File: src/rtl/mem_arbiter_if.sv
// Bundle of fetch port, load/store port and byte-wide RAM/IO bus around mem_arbiter.
// master = arbiter view, slave = requesters + RAM view.
interface mem_arbiter_if #(
  parameter int ADDR_W = 32
);
  logic              rdy;
  logic              if_req;
  logic [ADDR_W-1:0] if_addr;
  logic              if_cancel;
  logic              if_done;
  logic [31:0]       if_data;
  logic              mem_req;
  logic              mem_wr;
  logic [1:0]        mem_len;
  logic [ADDR_W-1:0] mem_addr;
  logic [31:0]       mem_wdata;
  logic              mem_done;
  logic [31:0]       mem_rdata;
  logic [7:0]        ram_din;
  logic [7:0]        ram_dout;
  logic [ADDR_W-1:0] ram_a;
  logic              ram_wr;
  logic              busy;

  modport master (
    input  rdy, if_req, if_addr, if_cancel, mem_req, mem_wr, mem_len, mem_addr, mem_wdata,
           ram_din,
    output if_done, if_data, mem_done, mem_rdata, ram_dout, ram_a, ram_wr, busy
  );

  modport slave (
    output rdy, if_req, if_addr, if_cancel, mem_req, mem_wr, mem_len, mem_addr, mem_wdata,
           ram_din,
    input  if_done, if_data, mem_done, mem_rdata, ram_dout, ram_a, ram_wr, busy
  );
endinterface

File: src/rtl/mem_arbiter.sv
// Byte-serial owner of the RAM/IO bus: fetch and load/store requests become N byte beats.
// Read done at cycle N+2, write done at N+1 after grant; rdy low freezes beats, grants and done.
module mem_arbiter #(
  parameter int ADDR_W    = 32,
  parameter bit DATA_PRIO = 1'b1
) (
  input  logic          clk,
  input  logic          rst,
  mem_arbiter_if.master bus
);

  typedef enum logic [1:0] {IDLE = 2'd0, RD = 2'd1, WR = 2'd2, DONE = 2'd3} state_t;

  state_t            state, state_nx;
  logic              owner_mem;
  logic [ADDR_W-1:0] addr_q;
  logic [2:0]        nbytes;
  logic [2:0]        cnt, cnt_nx;
  logic [31:0]       wdata_q;
  logic              pend, pend_nx;
  logic [1:0]        pidx, pidx_nx;
  logic [31:0]       if_data_q, mem_rdata_q;
  logic [2:0]        len_bytes;
  logic              if_ok, pick_mem, grant, cancel_if, capture;
  logic [ADDR_W-1:0] ram_a_c;
  logic [7:0]        ram_dout_c;
  logic              ram_wr_c, if_done_c, mem_done_c;

  always_comb begin
    len_bytes = 3'd4;
    if (bus.mem_len == 2'b00)      len_bytes = 3'd1;
    else if (bus.mem_len == 2'b01) len_bytes = 3'd2;
  end

  assign if_ok     = bus.if_req & ~bus.if_cancel;
  assign pick_mem  = bus.mem_req & (DATA_PRIO | ~if_ok);
  assign cancel_if = ~owner_mem & bus.if_cancel;
  // The RAM answers one cycle after the address whatever rdy does, so capture ignores rdy.
  assign capture   = (state == RD) & pend & ~cancel_if;

  always_comb begin
    state_nx   = state;
    cnt_nx     = cnt;
    pend_nx    = 1'b0;
    pidx_nx    = pidx;
    grant      = 1'b0;
    ram_a_c    = '0;
    ram_dout_c = 8'h00;
    ram_wr_c   = 1'b0;
    if_done_c  = 1'b0;
    mem_done_c = 1'b0;
    unique case (state)
      IDLE: begin
        if (bus.rdy && (pick_mem || if_ok)) begin
          grant    = 1'b1;
          state_nx = (pick_mem && bus.mem_wr) ? WR : RD;
          cnt_nx   = 3'd0;
        end
      end
      RD: begin
        if (cancel_if) begin
          state_nx = IDLE;
        end else begin
          if (bus.rdy && (cnt < nbytes)) begin
            ram_a_c = addr_q + ADDR_W'(cnt);
            cnt_nx  = cnt + 3'd1;
            pend_nx = 1'b1;
            pidx_nx = cnt[1:0];
          end
          if (pend && ({1'b0, pidx} == nbytes - 3'd1)) state_nx = DONE;
        end
      end
      WR: begin
        if (bus.rdy) begin
          ram_wr_c   = 1'b1;
          ram_a_c    = addr_q + ADDR_W'(cnt);
          ram_dout_c = wdata_q[{cnt[1:0], 3'b000} +: 8];
          cnt_nx     = cnt + 3'd1;
          if (cnt == nbytes - 3'd1) state_nx = DONE;
        end
      end
      DONE: begin
        if (cancel_if) begin
          state_nx = IDLE;
        end else if (bus.rdy) begin
          if_done_c  = ~owner_mem;
          mem_done_c = owner_mem;
          state_nx   = IDLE;
        end
      end
      default: state_nx = IDLE;
    endcase
  end

  always_ff @(posedge clk or negedge rst) begin
    if (!rst) begin
      state       <= IDLE;
      owner_mem   <= 1'b0;
      addr_q      <= '0;
      nbytes      <= 3'd0;
      cnt         <= 3'd0;
      wdata_q     <= 32'h0;
      pend        <= 1'b0;
      pidx        <= 2'd0;
      if_data_q   <= 32'h0;
      mem_rdata_q <= 32'h0;
    end else begin
      state <= state_nx;
      cnt   <= cnt_nx;
      pend  <= pend_nx;
      pidx  <= pidx_nx;
      if (grant) begin
        owner_mem <= pick_mem;
        addr_q    <= pick_mem ? bus.mem_addr : bus.if_addr;
        nbytes    <= pick_mem ? len_bytes : 3'd4;
        wdata_q   <= bus.mem_wdata;
        // Clearing the result at grant gives zero-extension above the access length.
        if (pick_mem) mem_rdata_q <= 32'h0;
        else          if_data_q   <= 32'h0;
      end
      if (capture) begin
        if (owner_mem) mem_rdata_q[{pidx, 3'b000} +: 8] <= bus.ram_din;
        else           if_data_q[{pidx, 3'b000} +: 8]   <= bus.ram_din;
      end
    end
  end

  assign bus.ram_a     = ram_a_c;
  assign bus.ram_dout  = ram_dout_c;
  assign bus.ram_wr    = ram_wr_c;
  assign bus.if_done   = if_done_c;
  assign bus.mem_done  = mem_done_c;
  assign bus.if_data   = if_data_q;
  assign bus.mem_rdata = mem_rdata_q;
  assign bus.busy      = (state != IDLE);

endmodule

File: src/flat_wrapper.sv
// flat-port wrapper written by rule: the top's interface ports become plain ports
module mem_arbiter_flat 
#(
  parameter int ADDR_W    = 32,
  parameter bit DATA_PRIO = 1'b1
)
  (clk, rst, bus_rdy, bus_if_req, bus_if_addr, bus_if_cancel, bus_mem_req, bus_mem_wr, bus_mem_len, bus_mem_addr, bus_mem_wdata, bus_ram_din, bus_if_done, bus_if_data, bus_mem_done, bus_mem_rdata, bus_ram_dout, bus_ram_a, bus_ram_wr, bus_busy);
  mem_arbiter_if #(.ADDR_W(ADDR_W)) bus_i ();
  input  logic clk;
  input  logic rst;
  input wire logic [$bits(bus_i.rdy)-1:0] bus_rdy;
  input wire logic [$bits(bus_i.if_req)-1:0] bus_if_req;
  input wire logic [$bits(bus_i.if_addr)-1:0] bus_if_addr;
  input wire logic [$bits(bus_i.if_cancel)-1:0] bus_if_cancel;
  input wire logic [$bits(bus_i.mem_req)-1:0] bus_mem_req;
  input wire logic [$bits(bus_i.mem_wr)-1:0] bus_mem_wr;
  input wire logic [$bits(bus_i.mem_len)-1:0] bus_mem_len;
  input wire logic [$bits(bus_i.mem_addr)-1:0] bus_mem_addr;
  input wire logic [$bits(bus_i.mem_wdata)-1:0] bus_mem_wdata;
  input wire logic [$bits(bus_i.ram_din)-1:0] bus_ram_din;
  output wire logic [$bits(bus_i.if_done)-1:0] bus_if_done;
  output wire logic [$bits(bus_i.if_data)-1:0] bus_if_data;
  output wire logic [$bits(bus_i.mem_done)-1:0] bus_mem_done;
  output wire logic [$bits(bus_i.mem_rdata)-1:0] bus_mem_rdata;
  output wire logic [$bits(bus_i.ram_dout)-1:0] bus_ram_dout;
  output wire logic [$bits(bus_i.ram_a)-1:0] bus_ram_a;
  output wire logic [$bits(bus_i.ram_wr)-1:0] bus_ram_wr;
  output wire logic [$bits(bus_i.busy)-1:0] bus_busy;
  assign bus_i.rdy = bus_rdy;
  assign bus_i.if_req = bus_if_req;
  assign bus_i.if_addr = bus_if_addr;
  assign bus_i.if_cancel = bus_if_cancel;
  assign bus_i.mem_req = bus_mem_req;
  assign bus_i.mem_wr = bus_mem_wr;
  assign bus_i.mem_len = bus_mem_len;
  assign bus_i.mem_addr = bus_mem_addr;
  assign bus_i.mem_wdata = bus_mem_wdata;
  assign bus_i.ram_din = bus_ram_din;
  assign bus_if_done = bus_i.if_done;
  assign bus_if_data = bus_i.if_data;
  assign bus_mem_done = bus_i.mem_done;
  assign bus_mem_rdata = bus_i.mem_rdata;
  assign bus_ram_dout = bus_i.ram_dout;
  assign bus_ram_a = bus_i.ram_a;
  assign bus_ram_wr = bus_i.ram_wr;
  assign bus_busy = bus_i.busy;
  mem_arbiter #(.ADDR_W(ADDR_W), .DATA_PRIO(DATA_PRIO)) u_core (.clk(clk), .rst(rst), .bus(bus_i));
endmodule
File: config.mk
export PLATFORM = sky130hd
export DESIGN_NAME = mem_arbiter_flat
export DESIGN_NICKNAME = d
export VERILOG_FILES = /design/src/rtl/mem_arbiter_if.sv /design/src/rtl/mem_arbiter.sv /design/src/flat_wrapper.sv
export SDC_FILE = /design/constraint.sdc
export NUM_CORES = 1
export LEC_CHECK = 0
export CAP_MARGIN = 20
export CORE_UTILIZATION = 39
export CTS_BUF_LIST = sky130_fd_sc_hd__clkbuf_4
export DETAILED_ROUTE_END_ITERATION = 16
export GPL_TIMING_DRIVEN = 0
export PLACE_DENSITY = 0.8
export SLEW_MARGIN = 20
export SYNTH_ARGS = -nofsm -noshare
export SYNTH_HDL_FRONTEND = slang
export SYNTH_SLANG_ARGS = --single-unit
File: constraint.sdc
create_clock -name clk -period 3.19 [get_ports clk]
set_clock_uncertainty 0.05 [all_clocks]
set_input_delay 0.957 -clock clk [delete_from_list [all_inputs] [get_ports clk]]
set_output_delay 0.957 -clock clk [all_outputs]
set_load 0.005 [all_outputs]
* Yosys cells after proc, flatten, opt, wreduce, memory -nomap -nowiden *
Index checks and enable logic that the tools add are counted.

storage, ports and cells
  flip-flop bits (word level) = 140
  input port bits = 113
  output and inout port bits = 108

operators by class
  add/subtract/negate cells = 4
  $lt $le $gt $ge = 1
  equal/unequal tests = 13
  shift operators = 3
  muxes and demuxes = 47
  bitwise logic cells = 7
  reduce and logical (&&, ||, !) cells = 12

operators by type and width
  kind                                                    number
  2-to-1 mux 32 bit                                       12
  bitwise mux 32 bit                                      2
  case mux 32 bit (2 select lines)                        1
  adder 32 x 3 -> 32 bit                                  1
  variable shift 8 x 7 -> 32 bit (first input constant)   1
  variable part select 32 x 6 -> 8 bit                    1
  variable part select 8 x 7 -> 32 bit                    1
  2-to-1 mux 3 bit                                        7
  2-to-1 mux 2 bit                                        8
  2-to-1 mux 8 bit                                        2
  2-to-1 mux 1 bit                                        13
  AND reduction 5 bit                                     2
  case mux 3 bit (3 select lines)                         1
  case mux 2 bit (4 select lines)                         1
  negator 5 -> 7 bit                                      1
  inequality test 2 bit (second input constant)           3
  inequality test 3 x 2 -> 1 bit (second input constant)  2
  AND 1 bit                                               4
  == test 2 x 1 -> 1 bit (second input constant)          2
  == test 2 bit (second input constant)                   2
  logical AND 1 bit                                       4
  zero test 2 bit                                         2
  inequality test 2 x 1 -> 1 bit (second input constant)  2
  adder 3 x 1 -> 3 bit (second input constant)            1
  9 further kinds                                         11

* Longest topological paths before layout *
  word-level depth = 10
  mapped depth = 10
  mapped depth without buffers = 8

* Worst setup path before layout *
Ideal clock, no wire load.

  path type = reg2out
  start = reg u_core.cnt[1]
  end = out bus_ram_a[26]
  arrival time = 2.116 ns
  required time = 2.183 ns
  slack = 0.067 ns
  cell stages (with the launch flop) = 10
  path through = dfrtp_1 buf_2 inv_1 fa_1 nor2b_1 o21a_1 clkbuf_1 nand4_1 xor2_1 nor2_1

between the ends
  word-level cells in the longest chain between the ends = 5

RTL lines
  element                                                                         RTL line            text
  start: declaration                                                              mem_arbiter.sv:18   logic [2:0] cnt, cnt_nx;
  start signal: assignment                                                        mem_arbiter.sv:109  cnt <= cnt_nx;
  parallel branches: the longest is 4 deep, another holds adder 32 x 3 -> 32 bit  n/a
  case mux 32 bit (2 select lines) (*)                                            mem_arbiter.sv:52   unique case (state)
  end: declaration                                                                flat_wrapper.sv:26  output wire logic [$bits(bus_i.ram_a)-1:0] bus_ram_a;

Mark *: on every way between the ends.

* Worst setup path after layout *
  start = reg u_core.cnt[0]
  end = out bus_ram_a[28]

Same word-level chain as after synthesis.

==> impl_results.md <==
* Post-route ant nets at 0
* Core area at 0.01736 mm^2
* Worst slack, placed at -1131 ps
* Antenna violations before repair at 0
* Fmax at 264.2 MHz
* Synthesis Warnings at 0
* DRT Pass-1 Iters at 5
* Filler cells at ~1400
* Top Metal Used: met4
* Max-cap check violation count at 0
* CP Capture Type: output pin
* Yosys top cell by area: dfrtp_1
* Setup_tns at -16520 ps
* P_leak at roughly 0.0046 uW
* Max-slew headroom at 0.4256
* Clk pin slew, worst setup/hold paths at between 100 and 150 ps
* Setup ws final at -595.4 ps
* Storage cell area at 0.003510 mm^2
* CTS tree: done
* DRC Markers at 0
* Footprint of the multi-input gates at around 0.0036 mm^2
* Port-buffer cells at ~210
* Post-DR wirelength/cell at around 19 um
* Mapped Cells at approximately 640
* Hold crit path type: in2async
* Fin crit share at 1.187
* 1st-iter DRT viols at about 360
* Routed WL at between 20 and 25 mm
* WS Path Type: reg2out
* RSZ-0062 raised after global routing: true
* DP HPWL at around 14 mm
* Average size of a mapped cell at between 10 and 15 um^2
* Synth top area share at 0.5033
* Non-Filler Instances at around 1200
* Pwr dens at roughly 680 mW/mm^2
* Die height at roughly 140 um
* Final setup fails at 40
* Max VDD drop at between 0.4 and 0.5 mV
* Number of placed I/O pins at between 200 and 250
* Slew Limit Fails at 0
* Initial Util at 0.4010
* Slew @ Worst Pin at ~860 ps
* Routed wl met2 at between 10 and 15 mm
* Share of cells above drive strength 1 at 0.2439
* Tot Pwr at around 7200 uW
* H-tree depth at 4
* Vias in the first global route at about 6200
* CTS Hold Bufs at 0
* Layout Nets at 1067
* Net count after synthesis at 769
* Hold slack at 261.3 ps
* Status: finished with violations
* Reg2Reg Depth at 7
* Ant diodes at 0
* Die X-Extent at about 140 um
* RD Place Congestion at ~0.86
* Avg Vias per Cell at roughly 5.5
* Final min period at 3785 ps
* Clock buffer count from CTS at 17
* Clk buf depth at 2
* Via count at approximately 6400
* Skew-Pair Late Insertion Delay at 570 ps
* Startpoint Class: register
* WL met3 at ~1.7 mm
* Placed Cells at roughly 1100
* Die ar. at around 0.018 mm^2
* Clock Sinks at between 100 and 150
* Failing checks: setup timing
* Critical Path AT at 2780 ps
* Syn Std Cell Area at a little under 0.007 mm^2
* Largest net degree at the start of global routing at 75
* Distinct cells, synth at 45
* Flops & latches, synth at 140
* Cell row count at 48
* Area Overhead vs Synth at 51.32%
* Synth area leaders: dfrtp_1 50%, a22o_1 7.2%, mux2i_1 5.3%
* First-pass GRT wire length at 33.51 mm
* Seq/Total Area, Yosys at 0.5033
* DRT met1 WL at roughly 8.7 mm
* GRT Util Overall at 0.2414
* Final Hold Fails at 0
* Max FO, Critical Path at 4
* Worst EP required at ~2200 ps
* CTS Root Cell: clkbuf_4
* GR Overflow Total at 0
## final timing paths
kind | from | to | slack (ps)
setup reg to reg | u_core.state[0] | u_core.wdata_q[14] | 650
min in group clk | u_core.wdata_q[18] | u_core.wdata_q[18] | 450
max in group asynchronous | rst | u_core.addr_q[4] | 2060
hold reg to reg | u_core.wdata_q[18] | u_core.wdata_q[18] | 450
setup / recovery | u_core.cnt[0] | bus_ram_a[28] | -600
hold / removal | rst | u_core.bus.if_data[24] | 260
## per-stage QoR
stage               cell area (um^2)    util
floorplan                       6960       -
global placement                9364  0.5395
detailed placement              9397  0.5414
CTS                            10360  0.5969
global route                   10530  0.6068
finish                         10530  0.6068
## where the power goes
group / internal, uW / switching, uW / total (uW)
registers: 2280 / 451 / 2730
clock network: 459 / 669 / 1130
logic: 1720 / 1570 / 3300
## registers in the layout (all words and copies together), names as in the netlist
name and count:
u_core.bus.if_data 32, u_core.addr_q 32, u_core.cnt 3, u_core.pidx 2, u_core.wdata_q 32, u_core.pend 1
u_core.bus.mem_rdata 32, u_core.owner_mem 1, u_core.state 2, u_core.nbytes 3
## placed cells by master, fill, tap and decap left out, drive strengths merged, types with 32 or more instances in the layout
cell and count:
a22o 57, clkbuf 34, nand2 62, clkdlybuf4s50 168, dfrtp 140, mux2 32, buf 122, o21ai 51
mux2i 37, nor2 40
## area by class of cell
| type | count | area share |
|---|---|---|
| Multi-Input combinational cell | 443 | 0.3400 |
| Inverter | 19 | 0.008197 |
| Timing Repair Buffer | 281 | 0.2458 |
| Clock buffer | 18 | 0.01283 |
| Tap cell | 225 | 0.02673 |
| Sequential cell | 140 | 0.3332 |
| Buffer | 34 | 0.02150 |
| Clock inverter | 12 | 0.01176 |
## synth_stat cells, drive strengths merged
cell / number
dfrtp: 140
ha: 17
nor2b: 4
or4: 1
clkbuf: 17
or3: 4
o211ai: 4
xor2: 24
o21a: 1
nand2b: 1
inv: 19
xnor2: 4
fa: 1
o41ai: 1
nor3: 4
a21oi: 14
nor2: 40
nand4: 12
and2: 9
mux2i: 37
o31ai: 2
nand3b: 3
o21ai: 51
o32ai: 1
nor3b: 3
a31oi: 1
and4: 2
and3: 12
nor4: 1
nand3: 27
a221oi: 1
mux2: 32
mux4: 8
nand2: 62
a22o: 57
buf: 19
a21boi: 1
or2: 1
## critical path, stage by stage (launching register included)
cell and delay [ps]:
dfrtp_1 470, ha_4 180, inv_2 40, fa_2 340
nor2b_2 150, o21a_2 190, buf_6 120, nand3_4 70
or3_1 350, a21oi_1 160, buf_2 160
## per-layer routing
metal	vias to the layer above	global-route usage
li1	2891	-
met1	3146	0.2907
met2	331	0.4053
met3	72	0.06622
met4	0	0.09925
met5	-	0
## kinds of logic after synthesis
kind of cell | after synthesis | synth area share
simple gates | 186 | 0.1319
flops | 140 | 0.5033
compound gates | 134 | 0.1332
mux | 77 | 0.1309
buf+inv | 55 | 0.03200
xor+xnor | 28 | 0.03523
fa+ha+maj | 18 | 0.03343
## timing repair
action,CTS,global route
pin swaps,23,17
buffers inserted,57,11
setup endpoints to repair,43,42
cloned,1,0
resized for setup,253,40
Power figures use the tool's default switching activity.
